===== src/rtl/mem_arbiter.sv =====
// Shares one RAM port between the I and D request ports of CPUS cores.
// Data beats instruction; round-robin within class; completion pulses wait low for one cycle.
module mem_arbiter #(
    parameter int unsigned CPUS    = 2,
    parameter int unsigned TIMEOUT = 255
) (
    input  logic                 CLK,
    input  logic                 nRST,
    input  logic [CPUS-1:0]      iREN,
    input  logic [CPUS-1:0]      dREN,
    input  logic [CPUS-1:0]      dWEN,
    input  logic [CPUS*32-1:0]   iaddr,
    input  logic [CPUS*32-1:0]   daddr,
    input  logic [CPUS*32-1:0]   dstore,
    output logic [CPUS-1:0]      iwait,
    output logic [CPUS-1:0]      dwait,
    output logic [CPUS*32-1:0]   iload,
    output logic [CPUS*32-1:0]   dload,
    output logic                 ramREN,
    output logic                 ramWEN,
    output logic [31:0]          ramaddr,
    output logic [31:0]          ramstore,
    input  logic [31:0]          ramload,
    input  logic [1:0]           ramstate,
    output logic                 err
);

    localparam int unsigned PW = (CPUS > 1) ? $clog2(CPUS) : 1;
    localparam int unsigned DW = 32;
    localparam int unsigned TW = 8;

    localparam logic [0:0] IDLE = 1'b0;
    localparam logic [0:0] XFER = 1'b1;

    localparam logic [1:0] RAM_ACCESS = 2'd2;
    localparam logic [1:0] RAM_ERROR  = 2'd3;

    logic [0:0]    state, state_n;
    logic [PW-1:0] gcpu, gcpu_n;
    logic [PW-1:0] rr_ptr, rr_ptr_n;
    logic          gtype, gtype_n;
    logic          gwr, gwr_n;
    logic [TW-1:0] tcnt, tcnt_n;
    logic          err_n;

    logic          gnt_active;
    logic [PW-1:0] gcpu_inc;
    logic [PW-1:0] idx;
    logic          found;

    // Granted request still being held by its requester
    always_comb begin
        gnt_active = 1'b0;
        if (gtype) begin
            gnt_active = gwr ? dWEN[gcpu] : dREN[gcpu];
        end else begin
            gnt_active = iREN[gcpu];
        end
        gcpu_inc = (gcpu == PW'(CPUS - 1)) ? '0 : PW'(gcpu + 1'b1);
    end

    always_ff @(posedge CLK) begin
        if (!nRST) begin
            state  <= IDLE;
            gcpu   <= '0;
            gtype  <= 1'b0;
            gwr    <= 1'b0;
            rr_ptr <= '0;
            tcnt   <= '0;
            err    <= 1'b0;
        end else begin
            state  <= state_n;
            gcpu   <= gcpu_n;
            gtype  <= gtype_n;
            gwr    <= gwr_n;
            rr_ptr <= rr_ptr_n;
            tcnt   <= tcnt_n;
            err    <= err_n;
        end
    end

    // Arbitration and transfer sequencing
    always_comb begin
        state_n  = state;
        gcpu_n   = gcpu;
        gtype_n  = gtype;
        gwr_n    = gwr;
        rr_ptr_n = rr_ptr;
        tcnt_n   = tcnt;
        err_n    = err;
        found    = 1'b0;
        idx      = '0;

        case (state)
            IDLE: begin
                for (int k = 0; k < int'(CPUS); k++) begin
                    idx = PW'((int'(rr_ptr) + k) % int'(CPUS));
                    if (!found && (dREN[idx] || dWEN[idx])) begin
                        found   = 1'b1;
                        gcpu_n  = idx;
                        gtype_n = 1'b1;
                        gwr_n   = dWEN[idx];
                    end
                end
                for (int k = 0; k < int'(CPUS); k++) begin
                    idx = PW'((int'(rr_ptr) + k) % int'(CPUS));
                    if (!found && iREN[idx]) begin
                        found   = 1'b1;
                        gcpu_n  = idx;
                        gtype_n = 1'b0;
                        gwr_n   = 1'b0;
                    end
                end
                if (found) begin
                    state_n = XFER;
                    tcnt_n  = '0;
                end
            end
            XFER: begin
                tcnt_n = TW'(tcnt + 1'b1);
                if (!gnt_active) begin
                    state_n = IDLE;
                end else if (ramstate == RAM_ACCESS) begin
                    state_n  = IDLE;
                    rr_ptr_n = gcpu_inc;
                end else if (ramstate == RAM_ERROR || tcnt == TW'(TIMEOUT)) begin
                    state_n  = IDLE;
                    rr_ptr_n = gcpu_inc;
                    err_n    = 1'b1;
                end
            end
            default: state_n = IDLE;
        endcase
    end

    // RAM drive and per-port wait/load, held quiet while reset is asserted
    always_comb begin
        iwait    = '1;
        dwait    = '1;
        iload    = '0;
        dload    = '0;
        ramREN   = 1'b0;
        ramWEN   = 1'b0;
        ramaddr  = '0;
        ramstore = '0;
        if (nRST && state == XFER && gnt_active) begin
            if (gtype) begin
                ramaddr = daddr[int'(gcpu)*DW +: DW];
                ramWEN  = gwr;
                ramREN  = !gwr;
                if (gwr) begin
                    ramstore = dstore[int'(gcpu)*DW +: DW];
                end
                if (ramstate == RAM_ACCESS) begin
                    dwait[gcpu] = 1'b0;
                    if (!gwr) begin
                        dload[int'(gcpu)*DW +: DW] = ramload;
                    end
                end
            end else begin
                ramaddr = iaddr[int'(gcpu)*DW +: DW];
                ramREN  = 1'b1;
                if (ramstate == RAM_ACCESS) begin
                    iwait[gcpu]                = 1'b0;
                    iload[int'(gcpu)*DW +: DW] = ramload;
                end
            end
        end
    end

endmodule

===== config.mk =====
export PLATFORM = sky130hd
export DESIGN_NAME = mem_arbiter
export DESIGN_NICKNAME = d
export VERILOG_FILES = /design/src/rtl/mem_arbiter.sv
export SDC_FILE = /design/constraint.sdc
export NUM_CORES = 1
export LEC_CHECK = 0
export CAP_MARGIN = 20
export CORE_AREA = 2 2 169 171
export CTS_CLUSTER_DIAMETER = 50
export DETAILED_ROUTE_END_ITERATION = 8
export DIE_AREA = 0 0 171 173
export PLACE_DENSITY = 0.53
export SYNTH_ARGS = -nofsm -noshare
export SYNTH_HDL_FRONTEND = slang
export SYNTH_SLANG_ARGS = --single-unit

===== constraint.sdc =====
create_clock -name CLK -period 4.3 [get_ports CLK]
set_clock_uncertainty 0.1 [all_clocks]
set_input_delay 0.86 -clock CLK [delete_from_list [all_inputs] [get_ports CLK]]
set_output_delay 0.86 -clock CLK [all_outputs]
set_load 0.05 [all_outputs]

==> flow_metrics.tcl <==
set metrics [dict create \
    ir_drop_mv 0.1129 \
    fin_util_pct 35.52 \
    maxCapViolCount 0 \
    fin_nets 1047 \
    synth_fa_ha_area_share_pct 0.3605 \
    cp.buffers_inverters 3 \
    fp.dieH_um 173 \
    slew_headroom_pct 44.16 \
    synth_common_cells "130 x and2_1, 34 x mux2i_1, 34 x nor2b_1" \
    place_hpwl_um 17960 \
    end_kind "output port" \
    numCtsBuffers 3 \
    intPower_mw 0.6434 \
    clock_power_share_pct 17.6 \
    synthArstFlopShare_pct 0 \
    dpl_worst_slack_ps 163.5 \
    cts_tree "done" \
    io_buffers 432 \
    yosys_warnings 0 \
    required_ps 3340 \
    crit_top_cell "buf_4" \
    viasPerCell 3.784 \
    wl_um 20840 \
    antenna_found_initial 0 \
    ys_types 47 \
    synth_top_family_by_area "simple AND/OR/NAND/NOR gates" \
    setup_viol 0 \
    synth_most_common_cell "and2_1" \
    fmax_mhz 242.9 \
    fin_ws_ps 182.6 \
    hold_violations 0 \
    powerDensity_nw_per_um2 102.5 \
    drive_above_1_share_pct 35.39 \
    syn_area_um2 3471 \
    period_needed_ps 4117 \
    yosysTopAreaCell "and2_1" \
    h-tree-depth 1 \
    syn_avg_cell_area_um2 8.765 \
    cts_resized 0 \
    seqCellArea_um2 285.3 \
    muxShareOfSynthArea_pct 31.33 \
    synth_fp_nets 631 \
    final_cells 1190 \
    drtIter0Drc 142 \
    synth-compound-area-share_pct 5.948 \
    drt_pass1_iterations 5 \
    hold_buffers 0 \
    antenna_left 0 \
    grt_pass1_vias 4665 \
    fin_crit_sh_pct 95.75 \
    crit_path_top_delay_cell "a2111oi_0" \
    critPathTopFamily "compound AO/OA/AOI/OAI gates" \
    report.final.slew_viol_count 0 \
    synthTopCellsByArea "and2_1 23%, mux4_2 21%, mux2i_1 9.8%, nor2_4 9.4%, dfxtp_1 8.1%" \
    cts.sinks 14 \
    tns_ps 0 \
    hold_class "reg2reg" \
    pwr-share-comb_pct 66.9 \
    synthToLayoutAreaGrowth_pct 182.7 \
    synth_xor_area_share_pct 0.7570 \
    wire_per_inst_um 17.51 \
    yosysSeqAreaShare_pct 8.075 \
    start_kind "input pin" \
    rsz0062_at_grt "no" \
    seqPwrFrac_pct 15.5 \
    crit_fanout 5 \
    worst_pin_slew_ps 816.5 \
    status "finished, final reports clean" \
    start_util_pct 12.56 \
    synthCells 396 \
    clock_path_buffers 2 \
    grt_max_degree 46 \
    postCtsSetupBuffers 0 \
    synth_top_flop_cell "dfxtp_1" \
    io_pins 433 \
    grt-ovfl-total 0 \
    clockRootBuffer "clkbuf_16" \
    detail_route.drc_violations 0 \
    multi_input_comb_area_um2 2962 \
    die_w_um 171 \
    place_inst 1185 \
    crit_type "in2out" \
    synth_edf_count 0 \
    clkTransAtPathRegs_ps 50 \
    grt_usage_pct 13.10 \
    clkLatencyLatePin_ps 240 \
    core-area_um2 27630 \
    via_count 4503 \
    rows 61 \
    gp_congestion 0.8278 \
    switching_power_mw 0.3626 \
    switching_share_pct 36.04 \
    yosys.area_share.simple_pct 46.40 \
    max_stage_delay_ps 720 \
    ys_ff_latch 14 \
    finalPower_mw 1.006 \
    grt_pass1_wl_um 29520 \
    synth_top_area_share_pct 23.43 \
    n_fill_cell 2812 \
    cp_cell_sequence "clkdlybuf4s50_1 -> nor2b_1 -> o2111ai_4 -> a2111oi_0 -> buf_4 -> nand2_1 -> buf_4" \
    critPathArrivalTime_ps 3160 \
    p_leak_nw 3.636 \
    die_area_um2 29580 \
]
-- power groups by stage --
| stage | clock network, mW | registers [mW] | logic (mW) |
|---|---|---|---|
| floorplan | 0 | 0.148 | 0.347 |
| global placement | 0 | 0.158 | 0.683 |
| detailed placement | 0 | 0.159 | 0.681 |
| CTS | 0.182 | 0.156 | 0.684 |
| global route | 0.191 | 0.158 | 0.715 |
| finish | 0.177 | 0.156 | 0.673 |
-- final timing paths --
check | startpoint | endpoint | slack [ps] | cells past startpoint
setup reg to reg | gcpu | state | 2350 | 5
setup / recovery | ramstate[1] | dwait[1] | 180 | 7
hold / removal | tcnt[6] | tcnt[6] | 360 | 1
hold reg to reg | tcnt[6] | tcnt[6] | 360 | 1
-- registers in the layout, indices dropped and copies added, names as in the netlist --
name / cells
tcnt: 8
err: 1
gtype: 1
gcpu: 1
gwr: 1
state: 1
rr_ptr: 1
-- routing by layer --
| layer | global-route usage [%] | vias up | share of wire [%] |
|---|---|---|---|
| met1 | 14.76 | 2095 | 37 |
| met5 | 0 | - | 0 |
| li1 | - | 2188 | - |
| met3 | 2.861 | 10 | 8.1 |
| met2 | 25.62 | 210 | 54 |
| met4 | 1.130 | 0 | 0.65 |
-- stage by stage --
step	instance area, µm²	hold slack [ps]
finish	9813	358.0
global route	9811	372.2
CTS	9811	361.6
detailed placement	9732	354.6
global placement	9732	350.0
floorplan	3471	331.9
-- logic make-up (layout without fill, tap and decap cells) --
logic type      Yosys count  after routing
buf+inv                  43            458
fa+ha+maj                 1              1
xor+xnor                  3              3
flops                    14             14
mux                      68             68
other cells               0              1
compound gates           26             26
simple gates            241            241
-- cell type report --
type	instances	share of cell area, %
Timing Repair Buffer	445	60.92
Inverter	9	0.3443
Sequential cell	14	2.907
Tap cell	378	4.820
Antenna cell	1	0.02550
Multi-Input combinational cell	339	30.18
Clock buffer	4	0.8033
-- placed cells by master (no fill, tap or decap), types with 2 or more instances in the layout --
cell type	netlist	routed
nand3_1	5	5
o21ai_0	7	7
clkdlybuf4s50_1	0	234
nor2_1	14	14
inv_1	9	9
clkbuf_16	0	3
nor3_4	0	2
a21boi_0	2	2
and2_1	130	130
o22ai_1	2	2
nor2_4	29	29
nor2b_1	34	34
nor3_1	3	3
mux2i_1	34	34
buf_4	1	47
nand2b_1	4	4
nand2_1	13	13
xnor2_1	2	2
a31oi_1	3	3
dfxtp_1	14	12
mux4_2	32	32
buf_12	3	164
No activity file was read; power rests on OpenSTA's default activity.
